--- src/rtl/pc_sequencer.sv ---
// Fetch PC sequencer: boot, sequential fetch, EXE/DEC redirects, load-use holds, stall-time pending redirect.
// Define PC_SEQ_STATS_EN to build the saturating per-source redirect counters.
module pc_sequencer #(
    parameter logic [31:0] RESET_VECTOR      = 32'h0000_0000,
    parameter int unsigned LOAD_STALL_CYCLES = 1
) (
    input  logic        Clock,
    input  logic        nReset,
    input  logic        stall_in,
    input  logic        exe_redirect_valid,
    input  logic [31:0] exe_redirect_target,
    input  logic        dec_redirect_valid,
    input  logic [31:0] dec_redirect_target,
    input  logic        load_use,
    output logic [31:0] PC,
    output logic        fetch_valid,
    output logic        flush_if,
    output logic        flush_dec,
    output logic        hold_if,
    output logic [15:0] exe_redirect_count,
    output logic [15:0] dec_redirect_count
);
    typedef enum logic [1:0] {BOOT, RUN, BUBBLE, HOLD} state_t;

    localparam logic [2:0] HOLD_LOAD = 3'(LOAD_STALL_CYCLES - 1);

    state_t      r_state;
    logic [31:0] r_pc;
    logic        r_fv;
    logic [2:0]  r_cnt;
    logic        r_pend_v;
    logic        r_pend_exe;
    logic [31:0] r_pend_tgt;

    logic        w_pend_exe;
    logic        w_pend_dec;
    logic        w_take_exe;
    logic        w_take_dec;
    logic        w_take_lu;
    logic [31:0] w_tgt;

    assign w_pend_exe = r_pend_v & r_pend_exe;
    assign w_pend_dec = r_pend_v & ~r_pend_exe;

    // A pending redirect outranks a live one of equal or lower priority.
    always_comb begin
        w_take_exe = 1'b0;
        w_take_dec = 1'b0;
        w_take_lu  = 1'b0;
        w_tgt      = exe_redirect_target;
        if (!stall_in) begin
            case (r_state)
                RUN: begin
                    if (w_pend_exe) begin
                        w_take_exe = 1'b1;
                        w_tgt      = r_pend_tgt;
                    end else if (exe_redirect_valid) begin
                        w_take_exe = 1'b1;
                    end else if (w_pend_dec) begin
                        w_take_dec = 1'b1;
                        w_tgt      = r_pend_tgt;
                    end else if (dec_redirect_valid) begin
                        w_take_dec = 1'b1;
                        w_tgt      = dec_redirect_target;
                    end else if (load_use) begin
                        w_take_lu  = 1'b1;
                    end
                end
                BUBBLE, HOLD: begin
                    if (w_pend_exe) begin
                        w_take_exe = 1'b1;
                        w_tgt      = r_pend_tgt;
                    end else if (exe_redirect_valid) begin
                        w_take_exe = 1'b1;
                    end
                end
                default: ;
            endcase
        end
    end

    assign PC          = r_pc;
    assign fetch_valid = r_fv;
    assign flush_if    = nReset & ~stall_in & (w_take_exe | w_take_dec);
    assign flush_dec   = nReset & ~stall_in & (w_take_exe | (r_state == BUBBLE));
    assign hold_if     = nReset & (stall_in | w_take_lu | ((r_state == HOLD) & ~w_take_exe));

    always_ff @(posedge Clock) begin
        if (!nReset) begin
            r_state    <= BOOT;
            r_pc       <= RESET_VECTOR;
            r_fv       <= 1'b0;
            r_cnt      <= 3'd0;
            r_pend_v   <= 1'b0;
            r_pend_exe <= 1'b0;
            r_pend_tgt <= 32'h0;
        end else if (stall_in) begin
            if (exe_redirect_valid) begin
                r_pend_v   <= 1'b1;
                r_pend_exe <= 1'b1;
                r_pend_tgt <= exe_redirect_target;
            end else if (dec_redirect_valid && !w_pend_exe) begin
                r_pend_v   <= 1'b1;
                r_pend_exe <= 1'b0;
                r_pend_tgt <= dec_redirect_target;
            end
        end else begin
            r_fv <= 1'b1;
            // Outside BOOT the pending entry is always consumed: applied, overridden or dropped.
            if (r_state == BOOT) begin
                if (exe_redirect_valid) begin
                    r_pend_v   <= 1'b1;
                    r_pend_exe <= 1'b1;
                    r_pend_tgt <= exe_redirect_target;
                end
            end else begin
                r_pend_v <= 1'b0;
            end
            case (r_state)
                BOOT: r_state <= RUN;
                RUN: begin
                    if (w_take_exe) begin
                        r_pc    <= w_tgt & ~32'h1;
                        r_state <= BUBBLE;
                    end else if (w_take_dec) begin
                        r_pc    <= w_tgt & ~32'h1;
                    end else if (w_take_lu) begin
                        r_cnt   <= HOLD_LOAD;
                        r_state <= (HOLD_LOAD != 3'd0) ? HOLD : RUN;
                    end else begin
                        r_pc    <= r_pc + 32'd4;
                    end
                end
                BUBBLE: begin
                    if (w_take_exe) begin
                        r_pc    <= w_tgt & ~32'h1;
                    end else begin
                        r_pc    <= r_pc + 32'd4;
                        r_state <= RUN;
                    end
                end
                HOLD: begin
                    if (w_take_exe) begin
                        r_pc    <= w_tgt & ~32'h1;
                        r_cnt   <= 3'd0;
                        r_state <= BUBBLE;
                    end else begin
                        r_cnt   <= r_cnt - 3'd1;
                        if (r_cnt == 3'd1) r_state <= RUN;
                    end
                end
                default: r_state <= BOOT;
            endcase
        end
    end

`ifdef PC_SEQ_STATS_EN
    logic [15:0] r_exe_cnt;
    logic [15:0] r_dec_cnt;

    always_ff @(posedge Clock) begin
        if (!nReset) begin
            r_exe_cnt <= 16'h0;
            r_dec_cnt <= 16'h0;
        end else begin
            if (w_take_exe && r_exe_cnt != 16'hFFFF) r_exe_cnt <= r_exe_cnt + 16'd1;
            if (w_take_dec && r_dec_cnt != 16'hFFFF) r_dec_cnt <= r_dec_cnt + 16'd1;
        end
    end

    assign exe_redirect_count = r_exe_cnt;
    assign dec_redirect_count = r_dec_cnt;
`else
    assign exe_redirect_count = 16'h0000;
    assign dec_redirect_count = 16'h0000;
`endif
endmodule

--- config.mk ---
export PLATFORM = sky130hd
export DESIGN_NAME = pc_sequencer
export DESIGN_NICKNAME = d
export VERILOG_FILES = /design/src/rtl/pc_sequencer.sv
export SDC_FILE = /design/constraint.sdc
export NUM_CORES = 1
export LEC_CHECK = 0
export BUFFER_PORTS_ARGS = -buffer_cell sky130_fd_sc_hd__buf_2
export CAP_MARGIN = 30
export CORE_AREA = 5 5 122 124
export CTS_CLUSTER_DIAMETER = 200
export DETAILED_ROUTE_END_ITERATION = 7
export DIE_AREA = 0 0 127 129
export PLACE_DENSITY = 0.59
export SYNTH_ARGS = -nofsm -noshare
export SYNTH_HDL_FRONTEND = slang
export SYNTH_SLANG_ARGS = --single-unit
--- constraint.sdc ---
create_clock -name Clock -period 2.3 [get_ports Clock]
set_input_delay 0.115 -clock Clock [delete_from_list [all_inputs] [get_ports Clock]]
set_output_delay 0.115 -clock Clock [all_outputs]
set_load 0.005 [all_outputs]
==> impl_summary.txt, run 1 <==
----------------------------------------------------
[Critical path]
  Kind of critical path ... flop to output port
  Required time at the worst-slack endpoint ... about 2200 ps
  Kind of end point of the critical path ... output port
  Cells traversed along the worst timing path ... a211oi_1 > nor4_2 > buf_4 > nand2_1 > nor2_1 > buf_2
  Biggest fanout along the worst timing path ... 13
  Critical path's largest stage delay ... slightly above 600 ps
  Signal arrival time at the worst endpoint ... 2050 ps
  Kind of cell adding the most delay to the critical path ... flip-flops
  Critical-path cell with the highest stage delay ... dfxtp_1
  Levels on crit path ... 6
  Buffer and inverter count on the worst path ... 2
  Startpoint type of the worst setup path ... flop
  Count of cells along the worst register-to-register path ... 7

[Yosys]
  Number of enable-type register cells in the synthesized netlist ... 0
  Yosys top cell area share ... 26.4%
  Syn_area_per_cell ... approximately 7.3 um2
  Yosys cell types ... 66
  Dominant cell type by area after synthesis ... dfxtp_1
  Number of register bits inferred by synthesis ... 70
  Number of synthesis warnings ... 0
  Most used flip-flop cell after synthesis ... dfxtp_1
  Seq/Total Area, Yosys ... a little over a quarter
  Leading cell types by total area after synthesis ... dfxtp_1 26%, a21oi_1 6.6%, mux2i_1 5.8%, buf_4 5.0%, nand2_1 4.7%
  Total standard cell area after synthesis ... 5310 um2
  Number of instances in the synthesized netlist ... 728
  Post-synth ARST share ... 0%

[STA]
  Post-route setup slack ... roughly 140 ps
  Count of endpoints failing setup in the final report ... 0
  Shortest clock period the worst path allows after layout ... approximately 2200 ps
  Setup repair after global routing missed its margin ... true
  Ratio of final minimum period to clock period ... between 90% and 100%
  Worst Skew ... 5.25 ps
  Final number of hold-violating endpoints ... 0
  Worst Tran Pin Value ... 557 ps
  Rel. slew slack ... around 63%
  Fmax ... between 400 and 500 MHz
  Max-slew violation count ... 0

[Global route]
  Number of antenna violations at the first check in global routing ... 0
  Tot GR Track Use ... 23.2%
  Grt total ovfl ... 0
  Maximum number of pins on one net before global-route repair ... between 40 and 50
  Via count of the first global-routing pass ... 5752
  First-pass GRT wire length ... 30.3 mm

[Die]
  Row count ... 43
  Core region area ... about 14000 um2
  Total die area ... 16400 um2
  Initial cell density of the core ... between 30% and 40%
  Die Span Y ... ~130 um
  Number of top-level design ports ... ~140
  Die width ... approximately 130 um

[Route]
  Drt wl/cell ... around 19 um
  Remaining DRCs ... 0
  Final WL ... approximately 19 mm
  Per-cell via count in the routed design ... ~6
  Total via count in the routed design ... a little over 6000
  Initial DRC count ... 622
  Antenna Violating Nets Remaining ... 0
  First drt pass iteration count ... 5

[Place]
  Count of placed standard cells including taps ... about 1000
  Port Buffer Count ... around 100
  HPWL after DPL ... roughly 14 mm
  Minimum setup slack after placement ... roughly 87 ps
  Routability Congestion ... approximately 0.93

[Power]
  Largest vdd supply drop ... 0.385 mV
  Leakage ... between 2 and 3 nW
  Power consumption ... between 0.003 and 0.004 W
  Pwr Density ... about 570 nW/um2

[Run]
  Maximum capacitance violations ... 0

[Layout]
  Fraction of layout cells with a size suffix above 1 ... 23.1%
  Antenna Diode Count ... 0
  Number of nets in the finished design ... between 800 and 900
  Final Instance Count excl. Fillers ... between 1000 and 1500
  Post-synthesis to final-layout area growth ... 20.0%

[Hold path]
  Number of instances on the worst hold path ... 3
  Hold Path Class ... input port to flop

[Clock tree]
  TritonCTS clock tree ... built
  Clock insertion delay at the later pin of the skew report ... ~350 ps
  Clk sink count ... 70
  Max H-tree Level ... 3
  Clock-pin slew of the registers on the worst-case setup and hold paths ... approximately 60 ps
  Buffers from clock root to sink, at most ... 2
  CTS buffer count ... 9
  CTS root buf ... clkbuf_16

[Run status]
  Run status ... finished, final reports clean

----------------------------------------------------
-- flip-flops by register name (all words and copies together) (netlist names) --
| signal | cells |
|---|---|
| r_pend_tgt | 31 |
| r_pend_v | 1 |
| r_cnt | 3 |
| r_state | 2 |
| PC | 31 |
| r_pend_exe | 1 |
| fetch_valid | 1 |
-- worst paths after layout --
path                                         startpoint              to  slack [ps]
worst min register to register              fetch_valid     fetch_valid         460
worst max register to register               r_state[1]           PC[8]         160
worst min-delay path            exe_redirect_target[19]  r_pend_tgt[19]         120
worst max-delay path                         r_pend_exe        flush_if         140
-- logic make-up after synthesis --
group	count (synthesis)	share of synthesized area, %
and+or+nand+nor	242	22.4
buffers and inverters	113	11.6
muxes	31	5.85
xor gates and xnor gates	3	0.495
AOI/OAI and AO/OA	265	32.5
DFF	70	26.4
other	1	0.0707
adders and majority gates	3	0.708
-- worst min-delay path, cell delays in order --
cell and delay (ps):
buf_2 110, mux2i_1 110, a211oi_1 80
-- cell usage in the layout (no fill, tap or decap), types with 12 or more instances in the layout --
cell / Yosys / routed
nor2_1: 57 / 56
buf_4: 35 / 44
a211oi_1: 24 / 24
o22ai_1: 12 / 12
buf_2: 27 / 102
dfxtp_1: 70 / 69
conb_1: 1 / 33
o21ai_1: 12 / 12
mux2i_1: 31 / 31
a21oi_1: 70 / 70
a31oi_1: 18 / 18
nand3_1: 35 / 35
o211a_1: 14 / 14
nand2_1: 66 / 65
nor3_1: 21 / 20
inv_1: 16 / 16
o21ai_0: 46 / 46
-- cell type report --
class	instances	area [um2]
Fill cell	1432	7300
Multi-Input combinational cell	577	3460
Sequential cell	70	1400
Timing Repair Buffer	151	941
Clock buffer	9	225
Tap cell	180	225
Inverter	16	60.1
Clock inverter	5	52.6
-- stage by stage --
stage | area [um2] | setup TNS, ps | hold WS, ps | util, %
5_1_grt | 6370 | -43.2 | 145 | 46.6
2_1_floorplan | 5430 | 0 | 312 | -
4_1_cts | 6340 | 0 | 108 | 46.4
6_report | 6370 | 0 | 120 | 46.6
3_3_place_gp | 6060 | 0 | 439 | 44.3
3_5_place_dp | 6060 | 0 | 450 | 44.3
-- power breakdown --
part	total [W]	switching [W]	internal [W]
sequential	0.00137	0.0000762	0.00129
combinational	0.000886	0.000528	0.000358
clock	0.00137	0.000547	0.000821
total	0.00362	0.00115	0.00247
-- metal layers --
layer	part of all wire [%]	track usage, %	vias up
met3	7.6	3.99	64
li1	-	-	2825
met5	0	0	-
met4	5.4	14.4	0
met1	42	30.1	2858
met2	45	36.0	314
-- cell usage after synthesis (4+ instances only) --
cell type	number
nor2_1	57
nor3_1	21
o22ai_1	12
o21a_1	4
nor4_1	12
or4_1	4
a211o_1	8
and2_1	4
o221ai_1	10
a211oi_1	24
nand2b_1	8
clkbuf_1	25
buf_1	6
mux2i_1	31
buf_4	35
o21ai_0	46
dfxtp_1	70
a21boi_1	4
buf_2	27
nand2_1	66
nor2b_1	12
inv_1	16
a21oi_1	70
o211a_1	14
nand3_1	35
a31oi_1	18
o21ai_1	12
and3_1	6
a21boi_0	4
o211ai_1	9
-- timing repair --
action / in CTS / in global routing
hold buffers: 0 / 0
gates resized for setup: 0 / 8
buffers inserted: 0 / 0
endpoints found under the setup margin: 0 / 15
Note: power is estimated with default switching activity, not from simulation.
==> inputs of run 2 (changes only) <==
Settings changed: CORE_AREA 5 5 122 124 to 5 5 131 133, DIE_AREA 0 0 127 129 to 0 0 136 138, PLACE_DENSITY 0.59 to 0.52.
==> run 2 against run 1 <==
  * Clock skew grew 4.8 ps
  * Clock power grew 12%
  * Flip-flop and latch count is the same
  * Final area grew 1.9%
  * Sequential power is essentially flat
  * Fmax grew 1.6%
  * Non-clock buffer count grew 8
  * First-iteration DRC count shrank 25%
  * Wire length grew 5.9%
  * Largest cell class unchanged
  * Hold slack lost 16 ps
  * Count of clock-buffer cells in the layout grew 1
==> impl_summary.txt, run 2 (synthesis gave the netlist of run 1 again) <==
----------------------------------------------------
[Run status]
  Run status ... finished, final reports clean

[Power]
  Net Sw Power ... 0.00119 W (+3.3%)
  Clock power share ... 40.4% (+2.7 points)
  Share of total power consumed by net switching ... 31.4% (-0.38 points)
  Internal power component ... 0.00260 W (+5.1%)
  Leakage ... 2.74 nW (+2.4%)
  Combinational power share ... 23.4% (-1.0 points)
  Seq pwr share ... 36.2% (-1.6 points)
  Largest vdd supply drop ... 0.370 mV (-4.0%)
  Pwr Density ... 584 nW/um2 (+2.6%)

[Critical path]
  Reg2reg setup slack ... 170 ps (about the same)
  Count of cells along the worst register-to-register path ... 6 (-1)
  FF-to-FF Start ... r_state[1]
  Biggest fanout along the worst timing path ... 26 (+13)
  Required time at the worst-slack endpoint ... 2590 ps (+410 ps)
  Kind of critical path ... flop to flop
  Kind of end point of the critical path ... flop
  Signal arrival time at the worst endpoint ... 2420 ps (+370 ps)
  Critical path startpoint ... r_state[1]
  Startpoint type of the worst setup path ... flop
  Endpoint of the worst register-to-register path ... PC[25]

[Run]
  Maximum capacitance violations ... 0 (unchanged)

[Die]
  Die Span Y ... 138 um (+7.0%)
  Total die area ... 18800 um2 (+15%)
  Row count ... 46 (+7.0%)
  Core region area ... 15700 um2 (+15%)
  Number of top-level design ports ... 138 (unchanged)
  Initial cell density of the core ... 33.8% (-5.1 points)
  Die width ... 136 um (+7.1%)

[Clock tree]
  CTS buffer count ... 9 (unchanged)
  CTS hold repair buffers ... 0 (unchanged)
  Clock insertion delay at the later pin of the skew report ... 360 ps (about the same)
  Post-CTS setup repair buffer count ... 0 (unchanged)
  Clk sink count ... 70 (unchanged)
  Buffers from clock root to sink, at most ... 2 (unchanged)
  Max H-tree Level ... 3 (unchanged)
  Clock-pin slew of the registers on the worst-case setup and hold paths ... 60 ps (about the same)
  TritonCTS clock tree ... built
  CTS root buf ... clkbuf_16

[Global route]
  Tot GR Track Use ... 21.4% (-1.8 points)
  Via count of the first global-routing pass ... 5873 (+2.1%)
  Grt met1 use ... 27.5% (-2.6 points)
  Met3 global-route usage ... 4.54% (+0.55 points)
  Maximum number of pins on one net before global-route repair ... 48 (unchanged)
  Most Crowded Layer GR ... met2
  First-pass GRT wire length ... 32.0 mm (+5.7%)
  Number of antenna violations at the first check in global routing ... 0 (unchanged)
  Grt total ovfl ... 0 (unchanged)
  Met2 GRT Util ... 34.0% (-2.0 points)

[STA]
  TNS Setup ... 0 ps (unchanged)
  Worst Tran Pin Value ... 817 ps (+261 ps)
  Setup repair after global routing missed its margin ... false
  Worst Skew ... 10.1 ps (+4.81 ps)
  Final number of hold-violating endpoints ... 0 (unchanged)
  Hold Slack ... 104 ps (-15.7 ps)
  Count of endpoints failing setup in the final report ... 0 (unchanged)
  Post-route setup slack ... 170 ps (+33.9 ps)
  Fmax ... 469 MHz (+1.6%)
  Shortest clock period the worst path allows after layout ... 2130 ps (-33.9 ps)
  Max-slew violation count ... 0 (unchanged)
  Rel. slew slack ... 45.5% (-17 points)
  Ratio of final minimum period to clock period ... 92.6% (-1.5 points)

[Hold path]
  Origin of the worst min-delay path ... exe_redirect_target[18]
  Number of instances on the worst hold path ... 3 (unchanged)
  Hold Path Class ... input port to flop
  Worst Hold Path EP ... r_pend_tgt[18]

[Route]
  Antenna Violating Nets Remaining ... 0 (unchanged)
  Final WL ... 20.4 mm (+5.9%)
  Per-cell via count in the routed design ... 5.64 (-6.1%)
  Remaining DRCs ... 0 (unchanged)
  Drt wl/cell ... 19.4 um (+1.3%)
  Total via count in the routed design ... 5948 (-1.9%)
  Initial DRC count ... 468 (-25%)
  First drt pass iteration count ... 5 (unchanged)

[Place]
  Routability Congestion ... 0.889 (-4.5%)
  HPWL after DPL ... 15.1 mm (+6.3%)
  Minimum setup slack after placement ... -46.0 ps (-133 ps)
  Port Buffer Count ... 102 (unchanged)

[Layout]
  Number of nets in the finished design ... 906 (+0.89%)
  Layout Utilization ... 41.3% (-5.3 points)
  Commonest non-fill, non-tap cells in the layout ... 102 x buf_2, 70 x a21oi_1, 66 x dfxtp_1, 66 x nand2_1, 56 x nor2_1
  Fraction of layout cells with a size suffix above 1 ... 23.5% (+0.44 points)
  Antenna Diode Count ... 0 (unchanged)
  Most common cell after layout, fill and taps aside ... buf_2
  Post-synthesis to final-layout area growth ... 22.3%

----------------------------------------------------
run 2: how the worst max path moves through the flow:
stage | endpoint | cells past startpoint
finish | PC[25] | 6
global route | PC[22] | 8
global placement | PC[22] | 8
detailed placement | PC[22] | 8
floorplan | PC[24] | 8
CTS | PC[25] | 6
run 2: per-stage QoR:
stage / instances / cell area [um2] / power (W)
3_3_place_gp: 1038 / 6150 / 0.00225
4_1_cts: 1054 / 6470 / 0.00381
6_report: 1054 / 6490 / 0.00379
2_1_floorplan: 760 / 5430 / 0.00195
3_5_place_dp: 1038 / 6150 / 0.00226
5_1_grt: 1054 / 6490 / 0.00397
run 2: repair_timing:
action / in CTS / in global routing
resized for setup: 2 / 5
gates cloned: 0 / 0
endpoints found under the setup margin: 1 / 14
run 2: final cells by class:
class | instances | area (um2)
fillers | 1697 | 9220
multi-input cells | 577 | 3450
flip-flops and latches | 70 | 1410
repair buffers | 159 | 988
well taps | 216 | 270
clock buffers | 10 | 229
clock inverters | 6 | 86.3
inverters | 16 | 60.1
run 2: critical path: stages, from the launching register on:
cell     delay (ps)
dfxtp_2         440
nor2b_1         130
and4_4          230
or3_4           530
nor3_1          460
a31oi_1         110
a21oi_1         150
run 2: per-layer routing:
| layer | wire length (um) | part of all wire [%] |
|---|---|---|
| met4 | 913 | 4.5 |
| met2 | 9310 | 46 |
| met3 | 1380 | 6.8 |
| met5 | 0 | 0 |
| met1 | 8840 | 43 |
run 2: power groups by stage:
| stage | sequential, W | clock, W | combinational [W] |
|---|---|---|---|
| final | 0.00137 | 0.00153 | 0.000886 |
| after global routing | 0.00138 | 0.00161 | 0.000973 |
| after CTS | 0.00137 | 0.00157 | 0.000877 |
| after detailed placement | 0.00139 | 0 | 0.000870 |
| after global placement | 0.00139 | 0 | 0.000862 |
| after floorplan | 0.00137 | 0 | 0.000581 |
==> inputs of run 3 (changes only) <==
Settings changed: PLACE_DENSITY 0.52 to 0.65.
==> run 3 against run 2 <==
  * Setup slack got worse by 140 ps
  * Flip-flop and latch count unchanged
  * Sequential share of layout area is essentially flat
  * Clock skew fell by 0.81 ps
  * Via count shrank 0.18%
  * Cell count is 0.28% lower
  * Hold slack improved by 2.9 ps
  * Clock power fell by 5%
  * First-iteration DRC count rose by 31%
  * Power is 2.0% lower
  * Non-clock buffer count down 3
  * Global-route usage fell by 1.3 points
  * Largest cell class unchanged
==> impl_summary.txt, run 3 (synthesis gave the netlist of run 1 again) <==
----------------------------------------------------
[Run status]
  Run status ... finished, final reports clean

[Power]
  Combinational power share ... 24.2% (+0.8 points)
  Share of total power consumed by net switching ... 32.0% (+0.58 points)
  Clock power share ... 39.3% (-1.1 points)
  Largest vdd supply drop ... 0.425 mV (+15%)
  Power consumption ... 0.00371 W (-2.0%)
  Pwr Density ... 574 nW/um2 (-1.7%)
  Net Sw Power ... 0.00119 W (-0.18%)
  Leakage ... 2.71 nW (-1.3%)
  Seq pwr share ... 36.6% (+0.4 points)
  Internal power component ... 0.00253 W (-2.8%)

[Route]
  Final WL ... 19.4 mm (-5.3%)
  Total via count in the routed design ... 5937 (-0.18%)
  Per-cell via count in the routed design ... 5.65 (about the same)
  Initial DRC count ... 611 (+31%)
  Remaining DRCs ... 0 (unchanged)
  First drt pass iteration count ... 5 (unchanged)
  Drt wl/cell ... 18.4 um (-5.0%)
  Antenna Violating Nets Remaining ... 0 (unchanged)

[STA]
  Max-slew violation count ... 0 (unchanged)
  Setup repair after global routing missed its margin ... false
  Worst Skew ... 9.25 ps (-0.805 ps)
  TNS Setup ... 0 ps (unchanged)
  Shortest clock period the worst path allows after layout ... 2270 ps (+136 ps)
  Ratio of final minimum period to clock period ... 98.5% (+5.9 points)
  Worst Tran Pin Value ... 711 ps (-106 ps)
  Post-route setup slack ... 33.4 ps (-136 ps)
  Rel. slew slack ... 52.5% (+7.0 points)
  Final number of hold-violating endpoints ... 0 (unchanged)
  Count of endpoints failing setup in the final report ... 0 (unchanged)
  Fmax ... 441 MHz (-6.0%)

[Layout]
  Final design instance area without fill ... 6470 um2 (-0.27%)
  Layout Utilization ... 41.2% (-0.11 points)
  Commonest non-fill, non-tap cells in the layout ... 102 x buf_2, 70 x dfxtp_1, 70 x a21oi_1
  Post-synthesis to final-layout area growth ... 22.0%
  Most common cell after layout, fill and taps aside ... buf_2
  Fraction of layout cells with a size suffix above 1 ... 23.2% (-0.27 points)
  Number of nets in the finished design ... 903 (-0.33%)
  Antenna Diode Count ... 0 (unchanged)

[Global route]
  Tot GR Track Use ... 20.0% (-1.3 points)
  Grt total ovfl ... 0 (unchanged)
  Via count of the first global-routing pass ... 5429 (-7.6%)
  First-pass GRT wire length ... 30.0 mm (-6.4%)
  Number of antenna violations at the first check in global routing ... 0 (unchanged)
  Maximum number of pins on one net before global-route repair ... 48 (unchanged)

[Place]
  Minimum setup slack after placement ... 46.4 ps (+92.4 ps)
  HPWL after DPL ... 14.1 mm (-6.5%)
  Cell area after placement ... 6140 um2 (-0.16%)
  Routability Congestion ... 0.904 (+1.7%)
  Port Buffer Count ... 102 (unchanged)

[Clock tree]
  CTS buffer count ... 9 (unchanged)
  CTS root buf ... clkbuf_16
  Buffers from clock root to sink, at most ... 2 (unchanged)
  Max H-tree Level ... 3 (unchanged)
  TritonCTS clock tree ... built
  Clock-pin slew of the registers on the worst-case setup and hold paths ... 60 ps (about the same)
  CTS hold repair buffers ... 0 (unchanged)
  Clk sink count ... 70 (unchanged)
  Clock insertion delay at the later pin of the skew report ... 360 ps (about the same)
  Post-CTS setup repair buffer count ... 0 (unchanged)

[Die]
  Initial cell density of the core ... 33.8% (unchanged)
  Die Span Y ... 138 um (unchanged)
  Number of top-level design ports ... 138 (unchanged)
  Row count ... 46 (unchanged)
  Die width ... 136 um (unchanged)
  Core region area ... 15700 um2 (unchanged)
  Total die area ... 18800 um2 (unchanged)

[Critical path]
  Signal arrival time at the worst endpoint ... 2150 ps (-270 ps)
  Required time at the worst-slack endpoint ... 2180 ps (-410 ps)
  Startpoint type of the worst setup path ... flop
  Count of cells along the worst register-to-register path ... 8 (+2)
  Kind of end point of the critical path ... output port
  Reg2reg setup slack ... 130 ps (-40 ps)
  Endpoint of the worst register-to-register path ... PC[27]
  Kind of critical path ... flop to output port
  FF-to-FF Start ... r_pend_v
  Biggest fanout along the worst timing path ... 11 (-58%)

[Hold path]
  Number of instances on the worst hold path ... 3 (unchanged)
  Hold Path Class ... input port to flop
  Worst Hold Path EP ... r_pend_tgt[20]
  Origin of the worst min-delay path ... exe_redirect_target[20]

[Run]
  Maximum capacitance violations ... 0 (unchanged)

----------------------------------------------------
[run 3: worst max-delay path, cell delays in order, from the launching register on]
cell	delay, ps
dfxtp_1	450
buf_4	230
or2_2	150
nand2b_1	130
buf_4	180
a211oi_1	440
buf_2	210
[run 3: per-stage QoR]
| stage | std cells | hold slack (ps) |
|---|---|---|
| finish | 1051 | 107 |
| global route | 1051 | 120 |
| CTS | 1051 | 102 |
| detailed placement | 1035 | 442 |
| global placement | 1035 | 438 |
| floorplan | 760 | 312 |
[run 3: how the worst max path moves through the flow]
| stage | from | to | cells after the start |
|---|---|---|---|
| finish | r_state[1] | flush_dec | 6 |
| global route | r_state[1] | flush_if | 7 |
| CTS | r_state[0] | flush_if | 7 |
| detailed placement | r_pend_v | PC[22] | 8 |
| global placement | r_state[1] | PC[22] | 8 |
| floorplan | PC[2] | PC[24] | 8 |
[run 3: power by group through the flow]
stage	sequential (W)	combinational (W)	clock (W)
CTS	0.00136	0.000880	0.00147
global placement	0.00138	0.000867	0
global route	0.00137	0.000983	0.00151
detailed placement	0.00138	0.000873	0
floorplan	0.00137	0.000581	0
finish	0.00136	0.000897	0.00146
[run 3: routing by layer]
layer	up-vias	global-route usage [%]	part of all wire, %
met5	-	0	0
li1	2835	-	-
met4	0	9.23	3.6
met2	297	31.4	46
met3	47	3.19	7.0
met1	2758	26.9	43
[run 3: what timing repair did]
item	4_1_cts	5_1_grt
hold endpoints to repair	0	0
gates cloned	0	0
endpoints found under the setup margin	2	7
gates resized for setup	2	6
[run 3: layout make-up]
| cell class | instances | area, um2 |
|---|---|---|
| inverters | 16 | 60.1 |
| flip-flops and latches | 70 | 1400 |
| clock buffers | 11 | 243 |
| multi-input cells | 577 | 3460 |
| fillers | 1622 | 9240 |
| clock inverters | 5 | 58.8 |
| well taps | 216 | 270 |
| repair buffers | 156 | 978 |
